**src/rtl/apb_bridge_arbiter.sv**
```systemverilog
// ---------------------------------------------------------------------------
// apb_bridge_arbiter
//
// Shares the single AHB slave port of the AHB-to-APB bridge among N local
// requesters. One single-beat transfer is in flight at a time:
//   IDLE -> ADDR (one NONSEQ address phase) -> DATA (wait for HREADY_OUT)
//   -> RESP (one-cycle done pulse to the winner) -> IDLE
// Winners are picked round-robin starting at ptr, which advances to the
// requester after the last winner once its transfer has completed.
//
// Parameters
//   N        number of requesters (2..8)
//   TIMEOUT  max DATA cycles with HREADY_OUT low before forcing an error
//            response; 0 disables the watchdog
//
// Ports
//   HCLK, HRESET            clock, synchronous active-high reset
//   req[N]                  request levels, held until done
//   req_addr/req_wdata      flattened per-requester 32-bit address / data
//   req_write[N]            per-requester direction (1 = write)
//   gnt[N]                  one-hot grant, ADDR through RESP
//   done[N]                 one-cycle completion pulse
//   rdata, err              read data and error status, valid with done
//   HADDR..HREADY_IN        AHB master-side signals into the bridge
//   HRDATA, HREADY_OUT,
//   HRESP                   AHB responses from the bridge
// ---------------------------------------------------------------------------
module apb_bridge_arbiter #(
    parameter int N       = 3,
    parameter int TIMEOUT = 16
) (
    input  logic            HCLK,
    input  logic            HRESET,

    input  logic [N-1:0]    req,
    input  logic [N*32-1:0] req_addr,
    input  logic [N*32-1:0] req_wdata,
    input  logic [N-1:0]    req_write,

    output logic [N-1:0]    gnt,
    output logic [N-1:0]    done,
    output logic [31:0]     rdata,
    output logic            err,

    output logic [31:0]     HADDR,
    output logic [31:0]     HWDATA,
    output logic [1:0]      HTRANS,
    output logic            HWRITE,
    output logic [2:0]      HSIZE,
    output logic [2:0]      HBURST,
    output logic            HREADY_IN,

    input  logic [31:0]     HRDATA,
    input  logic            HREADY_OUT,
    input  logic [1:0]      HRESP
);

    localparam int PW = (N > 1) ? $clog2(N) : 1;
    localparam int TW = (TIMEOUT > 1) ? $clog2(TIMEOUT + 1) : 1;
    // Counter value seen in the last allowed waiting DATA cycle.
    localparam logic [TW-1:0] TLAST = TW'((TIMEOUT > 0) ? TIMEOUT - 1 : 0);

    localparam logic [1:0] HT_IDLE   = 2'b00;
    localparam logic [1:0] HT_NONSEQ = 2'b10;

    typedef enum logic [1:0] {
        S_IDLE,
        S_ADDR,
        S_DATA,
        S_RESP
    } state_t;

    typedef struct packed {
        logic [31:0] addr;
        logic [31:0] wdata;
        logic        write;
    } xfer_t;

    state_t              state, state_nxt;
    xfer_t [N-1:0]       req_v;
    xfer_t               cur;
    logic [PW-1:0]       ptr;
    logic [PW-1:0]       win_idx;
    logic [PW-1:0]       pick_idx;
    logic                pick_vld;
    logic [N-1:0]        pick_oh;
    logic [TW-1:0]       tcnt;
    logic                data_ok;
    logic                data_to;

    // -----------------------------------------------------------------------
    // Unpack the flattened request buses into one struct per requester.
    // -----------------------------------------------------------------------
    for (genvar i = 0; i < N; i++) begin : g_lane
        assign req_v[i] = '{addr:  req_addr[32*i +: 32],
                            wdata: req_wdata[32*i +: 32],
                            write: req_write[i]};
    end

    // (p + k) mod N without a divider; p < N and k < N so one subtract suffices.
    function automatic logic [PW-1:0] rr_idx(input logic [PW-1:0] p, input int k);
        int s;
        s = int'(p) + k;
        if (s >= N) s = s - N;
        return PW'(s);
    endfunction

    // -----------------------------------------------------------------------
    // Round-robin pick: first set req bit at or after ptr, wrapping.
    // -----------------------------------------------------------------------
    always_comb begin
        pick_vld = 1'b0;
        pick_idx = '0;
        for (int k = 0; k < N; k++) begin
            if (!pick_vld && req[rr_idx(ptr, k)]) begin
                pick_vld = 1'b1;
                pick_idx = rr_idx(ptr, k);
            end
        end
    end

    always_comb begin
        pick_oh           = '0;
        pick_oh[pick_idx] = 1'b1;
    end

    // Completion wins over timeout when both land in the same cycle.
    assign data_ok = (state == S_DATA) && HREADY_OUT;
    assign data_to = (state == S_DATA) && !HREADY_OUT && (TIMEOUT != 0) && (tcnt == TLAST);

    // -----------------------------------------------------------------------
    // Next-state logic
    // -----------------------------------------------------------------------
    always_comb begin
        state_nxt = state;
        unique case (state)
            S_IDLE:  if (pick_vld) state_nxt = S_ADDR;
            S_ADDR:  state_nxt = S_DATA;
            S_DATA:  if (data_ok || data_to) state_nxt = S_RESP;
            S_RESP:  state_nxt = S_IDLE;
            default: state_nxt = S_IDLE;
        endcase
    end

    // -----------------------------------------------------------------------
    // State register and registered outputs
    // -----------------------------------------------------------------------
    always_ff @(posedge HCLK) begin
        if (HRESET) begin
            state   <= S_IDLE;
            ptr     <= '0;
            win_idx <= '0;
            cur     <= '0;
            gnt     <= '0;
            done    <= '0;
            rdata   <= '0;
            err     <= 1'b0;
            HTRANS  <= HT_IDLE;
            tcnt    <= '0;
        end else begin
            state <= state_nxt;
            unique case (state)
                S_IDLE: begin
                    if (pick_vld) begin
                        win_idx <= pick_idx;
                        cur     <= req_v[pick_idx];
                        gnt     <= pick_oh;
                        HTRANS  <= HT_NONSEQ;
                    end
                end
                S_ADDR: begin
                    HTRANS <= HT_IDLE;
                    tcnt   <= '0;
                end
                S_DATA: begin
                    if (HREADY_OUT) begin
                        // Writes leave rdata at its previous value.
                        if (!cur.write) rdata <= HRDATA;
                        err  <= |HRESP;
                        done <= gnt;
                    end else if (data_to) begin
                        err   <= 1'b1;
                        rdata <= '0;
                        done  <= gnt;
                    end else begin
                        tcnt <= tcnt + 1'b1;
                    end
                end
                S_RESP: begin
                    done <= '0;
                    gnt  <= '0;
                    ptr  <= (win_idx == PW'(N - 1)) ? '0 : win_idx + 1'b1;
                end
                default: ;
            endcase
        end
    end

    assign HADDR  = cur.addr;
    assign HWDATA = cur.wdata;
    assign HWRITE = cur.write;
    assign HSIZE  = 3'b010;
    assign HBURST = 3'b000;

    // The bridge only needs the real ready fed back while we wait on it.
    assign HREADY_IN = (state == S_DATA) ? HREADY_OUT : 1'b1;

endmodule

```
**config.mk**
```make
export PLATFORM = sky130hd
export DESIGN_NAME = apb_bridge_arbiter
export DESIGN_NICKNAME = d
export VERILOG_FILES = /design/src/rtl/apb_bridge_arbiter.sv
export SDC_FILE = /design/constraint.sdc
export NUM_CORES = 1
export LEC_CHECK = 0
export ABC_AREA = 1
export BUFFER_PORTS_ARGS = -buffer_cell sky130_fd_sc_hd__buf_2
export CORE_AREA = 3 3 133 135
export CTS_CLUSTER_SIZE = 20
export DETAILED_ROUTE_END_ITERATION = 16
export DIE_AREA = 0 0 136 138
export PLACE_DENSITY_LB_ADDON = 0.05
export SLEW_MARGIN = 20
export SYNTH_ARGS = -nofsm -noshare
export SYNTH_HDL_FRONTEND = slang
export SYNTH_SLANG_ARGS = --single-unit
export TNS_END_PERCENT = 10
```
**constraint.sdc**
```tcl
create_clock -name HCLK -period 4.7 [get_ports HCLK]
set_input_delay 0.47 -clock HCLK [delete_from_list [all_inputs] [get_ports HCLK]]
set_output_delay 0.47 -clock HCLK [all_outputs]
set_load 0.05 [all_outputs]
```
==> metrics.cfg, run 1 <==
[sta]
maxSlewViolCount = 0
setup_violations = 0
grt_setup_unrepaired = false
fin_crit_sh = 0.673
fin_hold_ws_ns = 0.338
tns_ns = 0
hold_viol_final = 0
max_freq_mhz = 316
worstMarginPinSlew_ns = 0.949
skew_ns = 0.0112
fin_crit_ns = 3.16
slew_headroom = 0.363

[final_layout]
antennaDiodeCount = 0
layout_common_cells = 340 x buf_2, 176 x a21oi_1, 149 x nand3_1
final_common_cell = buf_2
nFillCells = 1714
area_growth_pct = 35.2
fin_area_um2 = 8590
multi_input_area_um2 = 3040
final-seq-area_um2 = 2320
nets = 1500
drive_gt1_frac = 0.315

[clock_network]
cts_buffers = 17
cts_buffer_depth = 2
cts_resized = 0
path_clk_slew_ns = 0.06
cts_setup_buffers = 0
clkLatencyLatePin_ns = 0.41
cts.sinks = 116
cts_tree = built
ctsHoldBuffers = 0
cts-root-buf = clkbuf_16
cts_htree_levels = 4

[drt]
vias = 7408
wl_per_cell_um = 15.3
viasPerCell = 4.98
postRouteAntennaNets = 0
drt-pass1-iter-count = 4
wl_mm = 22.7
drc_errors = 0
drt_first_iter_violations = 406

[worst_setup_path]
cp-start-kind = flop
critPathArrivalTime_ns = 3.50
r2r_cells = 10
cp.required_ns = 5.04
cp_max_fo = 35
crit_type = flop to flop
end_kind = flop

[placed_design]
portBuffers = 340
hpwl_mm = 15.2
placed_area_um2 = 8010
gp_congestion = 0.828

[global_route]
gr-total-overflow = 0
grt_max_degree = 71
grtUsageTotal = 0.232
antenna_found_initial = 0
grt_pass1_wl_mm = 35.5
grt_pass1_vias = 7078

[floorplan]
initial_utilization = 0.383
core_um2 = 16600
die_x_um = 136
row_count = 47
ios = 348
die_area_um2 = 18800
die_h_um = 138

[synth]
synth-seq-cells = 116
synth.area.top_cells = dfxtp_1 37%, a21oi_1 14%, nand3_1 12%, inv_1 8.7%, nand2_1 7.7%
syn_area_um2 = 6350
avgSynthCellArea_um2 = 6.60
yosys_warnings = 0
synth_top_area_share = 0.365
synth_top_area_cell = dfxtp_1
yosysSeqAreaShare = 0.365
ys_types = 28
synthCells = 962

[outcome]
status = finished clean

[hold_path]
hold_path_depth = 3
hp-class = input pin to flop

[pwr]
irDropWorstVdd_v = 0.000363
finalPower_w = 0.00596
power_density_nw_per_um2 = 694
p_leak_nw = 4.65

[flow_run]
max-cap-violations = 0

-- report_power, final --
group	internal [W]	total (W)	switching [W]
clock network	0.000784	0.00128	0.000499
logic	0.000760	0.00317	0.00241
registers	0.00134	0.00151	0.000170
-- path summary, 6_finish.rpt --
check | from | end | slack [ns]
max | tcnt[0]$_SDFFE_PP0P_ | rdata[31]$_SDFFE_PP0P_ | 1.54
min | HRDATA[21] | rdata[21]$_SDFFE_PP0P_ | 0.34
min reg2reg | rdata[30]$_SDFFE_PP0P_ | rdata[30]$_SDFFE_PP0P_ | 0.46
max reg2reg | tcnt[0]$_SDFFE_PP0P_ | rdata[31]$_SDFFE_PP0P_ | 1.54
-- worst max-delay path: stages, from the launching register on --
cell	delay, ns
dfxtp_1	0.33
ha_1	0.21
nand2_1	0.09
nor2_1	0.04
ha_1	0.18
or2_2	0.29
nand2_1	0.08
clkinv_1	0.74
nand2_2	0.86
nand2_1	0.11
a21oi_1	0.17
-- cells by family (layout without fill, tap and decap cells) --
family | Yosys count | count (layout) | share of synthesized area
other cells | 2 | 7 | 0.00118
simple gates | 339 | 339 | 0.248
buf+inv | 237 | 538 | 0.160
fa+ha+maj | 10 | 10 | 0.0197
flops | 116 | 116 | 0.365
compound gates | 258 | 258 | 0.206
-- final cells by class --
class,instances,area share
multi-input combinational,614,0.354
clock buffer,17,0.0495
inverter,155,0.0677
timing repair buffer,351,0.208
clock inverter,15,0.0182
sequential,116,0.270
tap,220,0.0320
-- Yosys cell counts --
cell type / count
a21oi_1: 176
nand3_1: 149
inv_1: 147
nand2_1: 130
dfxtp_1: 116
o21ai_0: 64
nand4_1: 35
buf_2: 33
clkbuf_1: 30
nor2_1: 14
o21ai_1: 11
ha_1: 10
buf_4: 8
buf_6: 7
inv_2: 6
a211oi_1: 4
buf_1: 4
nor3_1: 4
clkinv_1: 2
conb_1: 2
nand2_2: 2
or2_2: 2
a31oi_1: 1
and3_1: 1
nand2_4: 1
nand3_2: 1
o21ai_2: 1
o22ai_1: 1
-- through the flow --
stage,instances,setup WS [ns],util
floorplan,967,2.76,-
global placement,1456,1.25,0.483
detailed placement,1456,1.22,0.483
CTS,1488,1.21,0.518
global route,1488,1.18,0.518
finish,1488,1.54,0.518
-- registers in the layout, summed over array words and instances, names as in the netlist --
signal	flops
err	1
HWRITE	1
HTRANS	1
gnt	3
ptr	2
done	3
state	2
tcnt	5
HWDATA	32
HADDR	32
rdata	32
win_idx	2
-- metal layers --
metal,part of all wire,wire (um),GRT usage,vias to the layer above
met5,0,0,0,-
li1,-,-,-,3756
met3,0.084,1900,0.0643,21
met1,0.42,9530,0.287,3342
met2,0.48,11000,0.396,289
met4,0.013,289,0.0615,0
Power figures use the tool's default switching activity.
==> run 2: changes to the inputs <==
--- a/config.mk
+++ b/config.mk
@@ -7,10 +7,10 @@
 export LEC_CHECK = 0
 export ABC_AREA = 1
 export BUFFER_PORTS_ARGS = -buffer_cell sky130_fd_sc_hd__buf_2
-export CORE_AREA = 3 3 133 135
+export CORE_AREA = 3 3 134 136
 export CTS_CLUSTER_SIZE = 20
 export DETAILED_ROUTE_END_ITERATION = 16
-export DIE_AREA = 0 0 136 138
+export DIE_AREA = 0 0 137 139
 export PLACE_DENSITY_LB_ADDON = 0.05
 export SLEW_MARGIN = 20
 export SYNTH_ARGS = -nofsm -noshare
==> constraint.sdc (replaced) <==
create_clock -name HCLK -period 3 [get_ports HCLK]
set_input_delay 0.3 -clock HCLK [delete_from_list [all_inputs] [get_ports HCLK]]
set_output_delay 0.3 -clock HCLK [all_outputs]
set_load 0.05 [all_outputs]
==> run 2 against run 1 <==
Cell count rose by 0.74%. Register-to-register slack got worse by 0.92 ns. Critical path depth increased by 2. Cell area is 1.8% higher. Count of clock-buffer cells in the layout is the same. Combinational power up 60%. First-iteration DRC count shrank 30%. Clock power grew 62%. Non-clock buffer count increased by 6. Critical endpoint is now HWDATA[13]$_SDFFE_PP0P_.
==> metrics.cfg, run 2 (synthesized netlist as in run 1, its figures left out) <==
[clock_network]
cts_buffer_depth = 2  ; unchanged
cts_htree_levels = 4  ; unchanged
cts.sinks = 116  ; unchanged
ctsHoldBuffers = 0  ; unchanged
cts-root-buf = clkbuf_16  ; unchanged
cts_setup_buffers = 0  ; unchanged
cts_buffers = 17  ; unchanged
path_clk_slew_ns = 0.06  ; about the same
clkLatencyLatePin_ns = 0.42  ; was 0.41 ns
cts_tree = built  ; unchanged
cts_resized = 0  ; unchanged

[sta]
maxSlewViolCount = 0  ; unchanged
grt_setup_unrepaired = false  ; unchanged
tns_ns = 0  ; unchanged
worstMarginPinSlew_ns = 0.653  ; was 0.949 ns
hold_viol_final = 0  ; unchanged
setup_slack_ns = 0.618  ; was 1.54 ns
skew_ns = 0.0170  ; was 0.0112 ns
fin_crit_sh = 0.794  ; was 0.673
slew_headroom = 0.560  ; was 0.363
max_freq_mhz = 420  ; was 316 MHz
setup_violations = 0  ; unchanged
fin_crit_ns = 2.38  ; was 3.16 ns

[worst_setup_path]
slowest_stage = ha_1  ; was nand2_2
max_stage_delay_ns = 0.42  ; was 0.86 ns
worstPathCellList = inv_1 > ha_1 > inv_2 > nand2_1 > nand3_1 > nand2_1 > nand4_1 > nand2_2 > buf_12 > nand2_1 > nand3_1 > a21oi_1  ; was ha_1 > nand2_1 > nor2_1 > ha_1 > or2_2 > nand2_1 > clkinv_1 > nand2_2 > nand2_1 > a21oi_1
cp.required_ns = 3.30  ; was 5.04 ns
crit_cells = 12  ; was 10
r2r_cells = 12  ; was 10
rrSetupSlack_ns = 0.62  ; was 1.54 ns
crit_top_cell = nand2_1  ; unchanged
r2r_end = HWDATA[13]$_SDFFE_PP0P_  ; was rdata[31]$_SDFFE_PP0P_
crit_buf_inv = 3  ; was 1
end_kind = flop  ; unchanged
cp_max_fo = 48  ; was 35
cp-start-kind = flop  ; unchanged
r2r_start = ptr[0]$_SDFFE_PP0P_  ; was tcnt[0]$_SDFFE_PP0P_
crit_type = flop to flop  ; unchanged
critPathArrivalTime_ns = 2.68  ; was 3.50 ns
crit_family = simple AND/OR/NAND/NOR gates  ; unchanged

[final_layout]
fin_util = 0.512  ; was 0.518
final_common_cell = buf_2  ; unchanged
layout_common_cells = 340 x buf_2, 176 x a21oi_1, 149 x nand3_1  ; unchanged
nets = 1506  ; was 1500
drive_gt1_frac = 0.318  ; was 0.315
multi_input_area_um2 = 3040  ; about the same
area_growth_pct = 37.6  ; was 35.2%
antennaDiodeCount = 0  ; unchanged
layout.cells.non_filler = 1499  ; was 1488
nFillCells = 1825  ; was 1714
final-seq-area_um2 = 2320  ; unchanged

[pwr]
p_leak_nw = 4.72  ; was 4.65 nW
power_density_nw_per_um2 = 1090  ; was 694 nW/um^2
finalPower_w = 0.00950  ; was 0.00596 W
irDropWorstVdd_v = 0.000623  ; was 0.000363 V

[floorplan]
ios = 348  ; unchanged
die_h_um = 139  ; was 138 um
initial_utilization = 0.373  ; was 0.383
core_um2 = 17100  ; was 16600 um^2
row_count = 48  ; was 47
die_area_um2 = 19000  ; was 18800 um^2
die_x_um = 137  ; was 136 um

[flow_run]
max-cap-violations = 0  ; unchanged

[drt]
drt_first_iter_violations = 283  ; was 406
postRouteAntennaNets = 0  ; unchanged
viasPerCell = 4.92  ; was 4.98
wl_per_cell_um = 15.3  ; about the same
vias = 7369  ; was 7408
drc_errors = 0  ; unchanged
wl_mm = 22.9  ; was 22.7 mm
drt-pass1-iter-count = 4  ; unchanged

[hold_path]
hp-class = input pin to flop  ; unchanged
min_to = err$_SDFFE_PP0P_  ; was rdata[21]$_SDFFE_PP0P_
hold_path_depth = 3  ; unchanged
hp-start = HRESP[0]  ; was HRDATA[21]

[placed_design]
placed_cells = 1467  ; was 1456
dp_slack_ns = 0.585  ; was 1.22 ns
gp_congestion = 0.818  ; was 0.828
hpwl_mm = 15.4  ; was 15.2 mm
portBuffers = 340  ; unchanged

[global_route]
grtUsageTotal = 0.234  ; was 0.232
grt_pass1_vias = 7270  ; was 7078
grt_max_degree = 71  ; unchanged
grt_pass1_wl_mm = 36.1  ; was 35.5 mm
antenna_found_initial = 1  ; was 0
gr-total-overflow = 0  ; unchanged

[outcome]
status = finished clean  ; unchanged

run 2: layer usage:
metal / global-route usage / wire length (um) / share of wire / vias up
li1: - / - / - / 3766
met1: 0.280 / 9560 / 0.42 / 3277
met2: 0.399 / 10800 / 0.47 / 293
met3: 0.0737 / 2070 / 0.090 / 31
met4: 0.0688 / 413 / 0.018 / 2
met5: 0 / 13 / 0.00057 / -
run 2: worst register-to-register path, stage by stage (launching register included):
cell and delay (ns):
dfxtp_1 0.37, inv_1 0.07, ha_1 0.42, inv_2 0.09
nand2_1 0.06, nand3_1 0.06, nand2_1 0.14, nand4_1 0.33
nand2_2 0.23, buf_12 0.26, nand2_1 0.10, nand3_1 0.07
a21oi_1 0.07
run 2: final cells by class:
cell class | instances | share of cell area
clock inverter | 15 | 0.0196
clock buffer | 17 | 0.0487
timing repair buffer | 357 | 0.219
sequential | 116 | 0.266
inverter | 155 | 0.0666
multi-input combinational | 614 | 0.348
tap | 225 | 0.0322
run 2: metrics by stage:
stage	hold slack, ns	instance area (um^2)
6_report	0.144	8740
5_1_grt	0.142	8740
4_1_cts	0.131	8740
3_5_place_dp	0.453	8140
3_3_place_gp	0.450	8140
2_1_floorplan	0.446	6370
run 2: worst max-delay path by stage:
| stage | start | to | slack [ns] |
|---|---|---|---|
| after floorplan | ptr[0]$_SDFFE_PP0P_ | HADDR[0]$_SDFFE_PP0P_ | 1.06 |
| after global placement | ptr[0]$_SDFFE_PP0P_ | HWDATA[25]$_SDFFE_PP0P_ | 0.67 |
| after detailed placement | ptr[0]$_SDFFE_PP0P_ | HWDATA[3]$_SDFFE_PP0P_ | 0.58 |
| after CTS | ptr[0]$_SDFFE_PP0P_ | HWDATA[14]$_SDFFE_PP0P_ | 0.57 |
| after global routing | ptr[0]$_SDFFE_PP0P_ | HWDATA[0]$_SDFFE_PP0P_ | 0.33 |
| final | ptr[0]$_SDFFE_PP0P_ | HWDATA[13]$_SDFFE_PP0P_ | 0.62 |
run 2: where the power goes:
part | internal (W) | switching, W | leakage, nW
Sequential | 0.00209 | 0.000270 | 0.954
Clock | 0.00125 | 0.000832 | 0.286
Combinational | 0.00128 | 0.00377 | 3.48
